### src/rtl/imem_fetch_ctrl.sv
// Instruction fetch sequencer: owns the PC, reads the async ROM and queues {pc, instr} pairs for decode.
// Optional ROM bound check enabled by defining IMEM_BOUND_CHECK_EN.
module imem_fetch_ctrl #(
   parameter logic [31:0] RESET_PC  = 32'h0000_0000,
   parameter int          DEPTH     = 2,
   parameter int          MEM_WORDS = 256
) (
   input  logic        clk,
   input  logic        rst_n,
   output logic [31:0] imem_addr,
   input  logic [31:0] imem_instr,
   input  logic        redirect_valid,
   input  logic [31:0] redirect_pc,
   input  logic        halt_req,
   output logic        out_valid,
   output logic [31:0] out_instr,
   output logic [31:0] out_pc,
   input  logic        out_ready,
   output logic        halted,
   output logic        fault,
   output logic [1:0]  state_dbg
);

   localparam int          AW          = (DEPTH > 1) ? $clog2(DEPTH) : 1;
   localparam logic [31:0] RESET_PC_AL = RESET_PC & 32'hFFFF_FFFC;
   localparam logic [AW:0] DEPTH_CNT   = DEPTH[AW:0];

   // Pointer wrap relies on DEPTH being a power of two.
   if (DEPTH < 2 || (DEPTH & (DEPTH - 1)) != 0 || MEM_WORDS < 1) begin : g_bad_cfg
      $error("imem_fetch_ctrl: DEPTH must be a power of 2 >= 2 and MEM_WORDS >= 1");
   end

   typedef enum logic [1:0] {
      ST_RUN    = 2'd0,
      ST_HALTED = 2'd1,
      ST_FAULT  = 2'd2
   } state_t;

   state_t        state_q, state_d;
   logic [31:0]   pc_q, pc_d;
   logic [AW-1:0] rd_ptr_q, rd_ptr_d;
   logic [AW-1:0] wr_ptr_q, wr_ptr_d;
   logic [AW:0]   count_q, count_d;
   logic [31:0]   pc_mem_q [DEPTH];
   logic [31:0]   pc_mem_d [DEPTH];
   logic [31:0]   instr_mem_q [DEPTH];
   logic [31:0]   instr_mem_d [DEPTH];
   logic          halted_q, halted_d;
   logic          pop;
   logic          push;
   logic          bound_err;

`ifdef IMEM_BOUND_CHECK_EN
   localparam logic [31:0] PC_LIMIT = MEM_WORDS * 4;
   logic fault_q, fault_d;
   assign bound_err = (pc_q >= PC_LIMIT);
   assign fault     = fault_q;
`else
   assign bound_err = 1'b0;
   assign fault     = 1'b0;
`endif

   always_comb begin
      state_d     = state_q;
      pc_d        = pc_q;
      rd_ptr_d    = rd_ptr_q;
      wr_ptr_d    = wr_ptr_q;
      count_d     = count_q;
      pc_mem_d    = pc_mem_q;
      instr_mem_d = instr_mem_q;
      pop         = (count_q != '0) && out_ready;
      push        = 1'b0;

      if (redirect_valid) begin
         // Flush wins over everything, including a pop in the same cycle.
         state_d  = ST_RUN;
         pc_d     = redirect_pc & 32'hFFFF_FFFC;
         rd_ptr_d = '0;
         wr_ptr_d = '0;
         count_d  = '0;
      end else begin
         if (state_q == ST_RUN) begin
            if (halt_req) begin
               state_d = ST_HALTED;
            end else if (bound_err) begin
               state_d = ST_FAULT;
            end else begin
               push = (count_q < DEPTH_CNT) || pop;
            end
         end
         if (pop) begin
            rd_ptr_d = rd_ptr_q + 1'b1;
         end
         if (push) begin
            pc_mem_d[wr_ptr_q]    = pc_q;
            instr_mem_d[wr_ptr_q] = imem_instr;
            wr_ptr_d              = wr_ptr_q + 1'b1;
            pc_d                  = pc_q + 32'd4;
         end
         count_d = count_q + {{AW{1'b0}}, push} - {{AW{1'b0}}, pop};
      end
   end

   assign halted_d = (state_d == ST_HALTED);
`ifdef IMEM_BOUND_CHECK_EN
   assign fault_d  = (state_d == ST_FAULT);
`endif

   always_ff @(posedge clk or negedge rst_n) begin
      if (!rst_n) begin
         state_q  <= ST_RUN;
         pc_q     <= RESET_PC_AL;
         rd_ptr_q <= '0;
         wr_ptr_q <= '0;
         count_q  <= '0;
         halted_q <= 1'b0;
`ifdef IMEM_BOUND_CHECK_EN
         fault_q  <= 1'b0;
`endif
         for (int i = 0; i < DEPTH; i++) begin
            pc_mem_q[i]    <= '0;
            instr_mem_q[i] <= '0;
         end
      end else begin
         state_q     <= state_d;
         pc_q        <= pc_d;
         rd_ptr_q    <= rd_ptr_d;
         wr_ptr_q    <= wr_ptr_d;
         count_q     <= count_d;
         halted_q    <= halted_d;
`ifdef IMEM_BOUND_CHECK_EN
         fault_q     <= fault_d;
`endif
         pc_mem_q    <= pc_mem_d;
         instr_mem_q <= instr_mem_d;
      end
   end

   assign imem_addr = pc_q;
   assign out_valid = (count_q != '0);
   assign out_pc    = pc_mem_q[rd_ptr_q];
   assign out_instr = instr_mem_q[rd_ptr_q];
   assign halted    = halted_q;
   assign state_dbg = state_q;

endmodule

### config.mk
export PLATFORM = sky130hd
export DESIGN_NAME = imem_fetch_ctrl
export DESIGN_NICKNAME = d
export VERILOG_FILES = /design/src/rtl/imem_fetch_ctrl.sv
export SDC_FILE = /design/constraint.sdc
export NUM_CORES = 1
export LEC_CHECK = 0
export ABC_AREA = 1
export CAP_MARGIN = 20
export CORE_MARGIN = 2
export CORE_UTILIZATION = 30
export DETAILED_ROUTE_END_ITERATION = 7
export GPL_ROUTABILITY_DRIVEN = 0
export PLACE_DENSITY_LB_ADDON = 0.15
export SYNTH_ARGS = -nofsm -noshare
export SYNTH_HDL_FRONTEND = slang
export SYNTH_SLANG_ARGS = --single-unit
### constraint.sdc
create_clock -name clk -period 3.1 [get_ports clk]
set_input_delay 0.465 -clock clk [delete_from_list [all_inputs] [get_ports clk]]
set_output_delay 0.465 -clock clk [all_outputs]
set_load 0.05 [all_outputs]
== Word-level counts from Yosys, hierarchy flattened ==
Index checks and enable logic that the tools add are counted.

* Register bits: 167
* Output and inout bits: 101
* Logic and storage cells: 54

* Add/sub/neg operators: 5
* $lt $le $gt $ge: 4
* Eq/ne operators: 1
* Muxes and demuxes: 23
* Bitwise logic cells: 3
* Reductions and logical operators: 8

{| class="wikitable"
|+ Operators by type and width
! operator !! count
|-
| $mux 32 || 9
|-
| $bwmux 64 || 2
|-
| $add 32x3->32 const B || 1
|-
| $demux 32 s1 || 1
|-
| $mux 2 || 4
|-
| $mux 1 || 7
|-
| $reduce_bool 2->1 || 3
|-
| $ge 2x2->1 const B || 2
|-
| $not 1->2 || 2
|-
| $add 1x1->1 const B || 2
|-
| $add 2x1->2 || 1
|-
| $eq 2x1->1 const B || 1
|-
| $logic_and 1x1->1 || 2
|-
| $logic_not 2->1 || 1
|-
| $lt 2x1->1 const B || 1
|-
| $lt 2x2->1 const B || 1
|-
| $reduce_and 2->1 || 1
|-
| $sub 2x1->2 || 1
|-
| $logic_or 1x1->1 || 1
|-
| $not 1->1 || 1
|}

== Longest topological paths before layout ==
Gate-level depths: netlist of run 1.

* Depth after elaboration: 9
* Gate-level depth with buffers: 10
* Depth with buffers taken out: 10

== Worst setup path before layout of run 1 ==
No wires, ideal clock.

* Path kind: register to register
* Start: reg pc_q[3] (netlist: imem_addr[3])
* End: reg pc_q[26] (netlist: imem_addr[26])
* Library setup time: 0.116 ns
* Data arrival time: 1.692 ns
* Required time: 2.984 ns
* Slack: 1.292 ns
* Stages on the path, launching flop included: 11
* Clock period less this slack: 1.808 ns
* Path through: dfrtp_1 ha_1 inv_1 nor2_1 nand2_1 nor2_4 nand3_1 nand2_1 inv_1 nand2_1 nand2_1

* Word-level cells in the longest chain between the ends: 3

{| class="wikitable"
|+ RTL lines
! item !! line !! source
|-
| start, declared || 40 || <nowiki>logic [31:0] pc_q, pc_d;</nowiki>
|-
| start signal, assigned || 126 || <nowiki>pc_q <= pc_d;</nowiki>
|-
| $add 32x3->32 || 98 || <nowiki>pc_d = pc_q + 32'd4;</nowiki>
|-
| $mux 32 || 94 || <nowiki>if (push) begin</nowiki>
|-
| $mux 32 || 74 || <nowiki>if (redirect_valid) begin</nowiki>
|}

Every way passes these cells. The select of a mux whose other input is x is not followed.
A chain may end at the register's enable or synchronous reset.

== Worst setup path after layout of run 1 ==
* Start: reg rd_ptr_q
* End: out out_instr[20]

* Word-level cells in the longest chain between the ends: 4

{| class="wikitable"
|+ RTL lines
! item !! line !! source
|-
| start, declared || 41 || <nowiki>logic [AW-1:0] rd_ptr_q, rd_ptr_d;</nowiki>
|-
| start signal, assigned || 127 || <nowiki>rd_ptr_q <= rd_ptr_d;</nowiki>
|-
| $not 1->2 (implied by the code) || 142 || <nowiki>assign out_instr = instr_mem_q[rd_ptr_q];</nowiki>
|-
| $mux 32 (implied by the code) (3 in series) || 142 ||
|-
| end, declared || 16 || <nowiki>output logic [31:0] out_instr,</nowiki>
|}

Every way passes these cells. The select of a mux whose other input is x is not followed.

==> impl_metrics.csv, run 1 <==
group,metric,value,unit
synth,synth_cells,1049,
cells_and_area,fillers,2677,
setup_path,setup.worst_path.end,"out_instr[20]",
setup_path,rrSetupSlack,1.30,ns
drt,detail_route.iter0.violations,487,
cts,path_clk_slew,0.07,ns
cts,cts_inserted_buffers,17,
setup_path,max_stage_delay,0.61,ns
setup_path,startpoint,"rd_ptr_q$_DFFE_PN0P_",
cells_and_area,drive_above_1_share,0.1002,
power,ir_drop,0.5638,mV
setup_path,worst_path_max_delay_cell,"buf_4",
cells_and_area,syn_to_final_growth,39.20,%
outcome,status,"completed",
cells_and_area,layout_commonest_cell,"nand2_1",
setup_path,crit_fanout,62,
global_route,grt-ovfl-total,0,
setup_path,startpoint_type,"flip-flop",
placement,dp_hpwl,15430,µm
global_route,grt_pass1_wl,36000,µm
floorplan,pin_count,170,
synth,synth_cell_type_count,32,
synth,avgSynthCellArea,7.557,µm²
timing,finalCritPeriodShare,0.7518,
drt,viasPerCell,4.461,
synth,synth_area,7928,µm²
run,cap_violations,0,
global_route,antenna_found_initial,0,
cells_and_area,antennaDiodeCount,0,
floorplan,core,25980,µm²
global_route,grtUsageTotal,0.1631,
setup_path,r2r_cells,10,
min_path,min_path_type,"input pin to asynchronous set/reset pin",
cts,hold_buffers,0,
timing,hold_viol,0,
drt,ant_nets,0,
floorplan,die_area,27740,µm²
cts,clock-sinks,161,
setup_path,cp_common_cell,"nand2_1",
placement,dpl_cell_area,10470,µm²
cts,cts_tree,"yes",
timing,skew,0.01232,ns
cells_and_area,final_cell_mix,"nand2_1 (465), dfrtp_1 (160), clkdlybuf4s50_1 (99)",
setup_path,cp.arrival,1.87,ns
timing,slew_violations,0,
timing,maxSlewHeadroom,0.4554,
power,totalPowerFinal,10.60,mW
global_route,grt_max_degree,82,
floorplan,start_util,0.3051,
cts,clk-insertion-delay-late,0.42,ns
setup_path,r2r-start,"imem_addr[3]$_DFFE_PN0P_",
placement,port_buffers,162,
setup_path,worstSetupPathType,"flip-flop to output port",
drt,first_pass_iters,4,
synth,ys_warn_count,0,
cts,htreeDepth,4,
power,p_leak,5.355,nW
setup_path,crit_chain,"buf_4 > nand2_1 > nand2_1 > buf_12",
synth,synth_seq_cells,161,
setup_path,end_kind,"output port",
cts,cts_setup_buffers,0,
timing,layout_min_cycle_time,2.331,ns
power,power.density,960.2,nW/µm²
timing,setup_tns,0,ns
cts,cts-root-buf,"clkbuf_16",
synth,yosysSeqAreaShare,0.5082,
floorplan,dieHeight,166.6,µm
floorplan,rows,59,
timing,fmax,429.1,MHz
timing,tightest_slew,0.8169,ns
timing,rsz0062_at_grt,"false",
setup_path,r2r_end,"imem_addr[26]$_DFFE_PN0P_",
setup_path,critPathRequiredTime,2.63,ns
timing,setup-violations-final,0,
drt,remaining_drc_errors,0,
global_route,grt_pass1_vias,6633,
cells_and_area,finish.net_count,1267,
drt,wl,22100,µm
cts,clock_path_buffers,2,
floorplan,fp.dieW,166.6,µm
drt,post_drt_wl_per_cell,14.32,µm
cts,ctsResizeCount,0,
cells_and_area,final_design_area_no_fill,11040,µm²
cells_and_area,multi_input_area,3231,µm²
cells_and_area,seq_area,4030,µm²
drt,dr_total_vias,6884,
power breakdown:
group / leakage [nW] / total (mW) / switching, mW / internal (mW)
Sequential: 2.03 / 3.24 / 0.426 / 2.81
Clock: 0.267 / 2.04 / 0.917 / 1.12
Combinational: 3.06 / 5.32 / 3.09 / 2.23
metrics by stage:
stage	hold WS [ns]	std cells	utilization	worst slack, ns
floorplan	0.1694	1053	-	1.292
global placement	0.4579	1511	0.4030	0.8156
detailed placement	0.4512	1511	0.4030	0.7935
CTS	0.1191	1543	0.4247	0.7123
global route	0.1300	1543	0.4247	0.5745
finish	0.06074	1543	0.4247	0.7693
synthesized netlist by cell type, drive strengths merged:
cell type / count / share of area
or2: 1 / 0.00079
buf: 28 / 0.029
ha: 3 / 0.0047
dfrtp: 161 / 0.51
o211ai: 4 / 0.0038
nand3: 23 / 0.016
conb: 1 / 0.00047
xor2: 9 / 0.0099
o21ai: 152 / 0.097
o21bai: 6 / 0.0057
nor3: 2 / 0.0013
nor2: 57 / 0.032
o221ai: 1 / 0.0011
and2: 1 / 0.00079
nand2: 468 / 0.22
a31oi: 2 / 0.0016
inv: 97 / 0.046
a21oi: 7 / 0.0044
clkbuf: 24 / 0.011
xnor2: 2 / 0.0022
routing by layer:
layer  wire [µm]  vias to the layer above  part of all wire  GRT usage
met3        1101                       11             0.050    0.04064
met1       10720                     3189              0.49     0.2288
li1            -                     3539                 -          -
met5           0                        -                 0          0
met2       10130                      145              0.46     0.2573
met4         145                        0            0.0066    0.03223
sequential cells by signal, summed over array words and instances, names as in the netlist:
| signal | flops |
|---|---|
| imem_addr | 30 |
| count_q | 2 |
| rd_ptr_q | 1 |
| instr_mem_q | 64 |
| pc_mem_q | 60 |
| wr_ptr_q | 1 |
| halted | 1 |
| state_dbg | 2 |
final cells by class:
| type | instances | area share |
|---|---|---|
| tap | 335 | 0.03798 |
| clock buffer | 19 | 0.03923 |
| sequential | 161 | 0.3652 |
| clock inverter | 13 | 0.01179 |
| timing repair buffer | 175 | 0.2201 |
| multi-input combinational | 743 | 0.2927 |
| inverter | 97 | 0.03299 |
kinds of logic after synthesis:
family / count (synthesis) / synth area share
fa+ha+maj: 3 / 0.004735
buf+inv: 149 / 0.08617
other cells: 1 / 0.0004730
flops: 161 / 0.5082
simple gates: 552 / 0.2743
xor+xnor: 11 / 0.01215
compound gates: 172 / 0.1140
critical path, delay by kind of cell, from the launching register on:
| kind | cells | cell delay [ns] |
|---|---|---|
| buffers and inverters | 2 | 0.76 |
| DFF | 1 | 0.36 |
| and+or+nand+nor | 2 | 0.29 |
worst min-delay path by stage:
stage	end	cells after the start	slack (ns)
final	pc_mem_q[30]$_DFFE_PN0P_	1	0.06
after global routing	pc_mem_q[30]$_DFFE_PN0P_	1	0.13
after CTS	pc_mem_q[30]$_DFFE_PN0P_	1	0.12
after detailed placement	halted$_DFF_PN0_	1	0.45
after global placement	halted$_DFF_PN0_	1	0.46
after floorplan	count_q[0]$_DFF_PN0_	0	0.17
(Power assumes the default switching activity.)
==> run 2: changes to the inputs <==
==> constraint.sdc (replaced) <==
create_clock -name clk -period 2 [get_ports clk]
set_input_delay 0.3 -clock clk [delete_from_list [all_inputs] [get_ports clk]]
set_output_delay 0.3 -clock clk [all_outputs]
set_load 0.05 [all_outputs]
==> run 2 against run 1 <==
  * Sequential share of layout area is 0.24 points lower
  * Clock skew decreased by 0.0028 ns
  * Clock-buffer cell count decreased by 1
  * Critical endpoint is now state_dbg[0]
  * Setup slack got worse by 0.70 ns
  * Highest routed layer unchanged
  * Largest power group unchanged
  * Critical path depth decreased by 3
  * Power grew 56%
  * Sequential cell count is the same
==> impl_metrics.csv, run 2 (synthesized netlist as in run 1, its figures left out) <==
group,metric,value,unit
floorplan,core,25980,µm²
floorplan,die_area,27740,µm²
cells_and_area,final_cell_mix,"nand2_1 (465), dfrtp_1 (160), o21ai_1 (97)",
power,power.density,1489,nW/µm²
setup_path,r2r-start,"imem_addr[3]$_DFFE_PN0P_",
floorplan,pin_count,170,
global_route,grtUsageTotal,0.1658,
timing,finalCritPeriodShare,0.9670,
timing,setup_tns,0,ns
min_path,min_path_type,"input pin to asynchronous set/reset pin",
placement,dpl_cell_area,10530,µm²
timing,setup-violations-final,0,
global_route,grt_pass1_vias,6735,
cells_and_area,largest_register_ffs,64,
cts,cts_setup_buffers,0,
setup_path,end_kind,"output port",
cells_and_area,layout_commonest_cell,"nand2_1",
timing,hold_viol,0,
setup_path,critPathBufInv,1,
setup_path,startpoint_type,"flip-flop",
setup_path,crit_family,"buffers and inverters",
setup_path,r2r_end,"imem_addr[26]$_DFFE_PN0P_",
drt,detail_route.iter0.violations,551,
cells_and_area,final_cells,1555,
cts,cts-root-buf,"clkbuf_16",
setup_path,rrSetupSlack,0.30,ns
timing,maxSlewHeadroom,0.6419,
floorplan,start_util,0.3051,
setup_path,critPathRequiredTime,1.70,ns
power,p_leak,5.499,nW
cts,cts_inserted_buffers,17,
cells_and_area,final_design_area_no_fill,11110,µm²
setup_path,crit_fanout,3,
cells_and_area,drive_above_1_share,0.1189,
setup_path,worst_path_max_delay_cell,"clkdlybuf4s50_1",
cells_and_area,syn_to_final_growth,40.14,%
timing,worst_slack,0.06606,ns
setup_path,max_stage_delay,0.82,ns
run,cap_violations,0,
setup_path,startpoint,"state_dbg[0]$_DFF_PN0_",
cts,clk-insertion-delay-late,0.42,ns
cells_and_area,antennaDiodeCount,0,
timing,rsz0062_at_grt,"false",
setup_path,setup.worst_path.end,"state_dbg[0]",
setup_path,r2r_cells,10,
setup_path,cp.arrival,1.63,ns
drt,first_pass_iters,7,
cells_and_area,regMostFlops,"instr_mem_q",
timing,slew_violations,0,
drt,viasPerCell,4.496,
placement,port_buffers,162,
global_route,grt_max_degree,85,
drt,dr_total_vias,6991,
outcome,status,"completed",
power,ir_drop,0.6942,mV
floorplan,dieHeight,166.6,µm
placement,dp_hpwl,15800,µm
drt,remaining_drc_errors,0,
setup_path,worstSetupPathType,"flip-flop to output port",
cells_and_area,finish.net_count,1279,
placement,place_ws,0.04832,ns
global_route,grt-ovfl-total,0,
drt,post_drt_wl_per_cell,14.47,µm
timing,skew,0.009566,ns
drt,wl,22500,µm
cts,clock-sinks,161,
floorplan,rows,59,
floorplan,fp.dieW,166.6,µm
cts,path_clk_slew,0.07,ns
drt,ant_nets,0,
global_route,grt_pass1_wl,36580,µm
cts,htreeDepth,4,
cts,clock_path_buffers,2,
timing,tightest_slew,0.5394,ns
timing,layout_min_cycle_time,1.934,ns
cts,cts_tree,"yes",
setup_path,worst-path-stages,1,
global_route,antenna_found_initial,0,
timing,fin_hold_ws,0.3706,ns
timing,fmax,517.1,MHz
placement,place_inst,1522,
setup_path,crit_chain,"clkdlybuf4s50_1",
run 2: changes by cell type in the layout (fill, tap and decap cells not counted), moves of 2 or more:
| cell | before | now |
|---|---|---|
| clkbuf_1 | 2 | 0 |
| buf_4 | 6 | 27 |
| dlymetal6s2s_1 | 0 | 2 |
| dlygate4sd2_1 | 0 | 17 |
| inv_8 | 1 | 3 |
| clkdlybuf4s50_1 | 99 | 69 |
run 2: how the worst min path moves through the flow:
stage / startpoint / end / slack (ns) / depth (start not counted)
6_report: rst_n / pc_mem_q[52]$_DFFE_PN0P_ / 0.37 / 2
5_1_grt: rst_n / pc_mem_q[52]$_DFFE_PN0P_ / 0.40 / 2
3_5_place_dp: rst_n / pc_mem_q[52]$_DFFE_PN0P_ / 0.27 / 1
3_3_place_gp: rst_n / pc_mem_q[52]$_DFFE_PN0P_ / 0.27 / 1
4_1_cts: rst_n / pc_mem_q[52]$_DFFE_PN0P_ / 0.38 / 2
2_1_floorplan: rst_n / count_q[0]$_DFF_PN0_ / 0.004 / 0
run 2: per-stage QoR:
stage | utilization | total power, mW
after global placement | 0.4051 | 13.40
after floorplan | - | 9.494
after CTS | 0.4272 | 16.78
final | 0.4275 | 16.54
after detailed placement | 0.4051 | 13.48
after global routing | 0.4275 | 17.52
run 2: area by class of cell:
type                    count  area, µm²
flip-flops and latches    161       4030
multi-input cells         743       3231
well taps                 335      419.2
fillers                  2664      14880
clock inverters            14      145.1
inverters                  97      364.1
repair buffers            187       2481
clock buffers              18      439.2
run 2: power breakdown:
part	switching, mW	total [mW]	leakage (nW)	internal [mW]
logic	4.82	8.27	3.19	3.45
registers	0.656	5.01	2.03	4.36
clock network	1.46	3.26	0.284	1.79
run 2: per-layer routing:
layer,track usage,up-vias,routed length [µm]
li1,-,3569,-
met1,0.2352,3261,10950
met2,0.2634,155,10480
met3,0.03660,6,943
met4,0.02924,0,124
met5,0,-,0
run 2: timing repair:
item,4_1_cts,5_1_grt
endpoints found under the setup margin,17,3
pin swaps,0,0
resized for setup,17,3
endpoints found under the hold margin,41,0
hold buffers,1,0
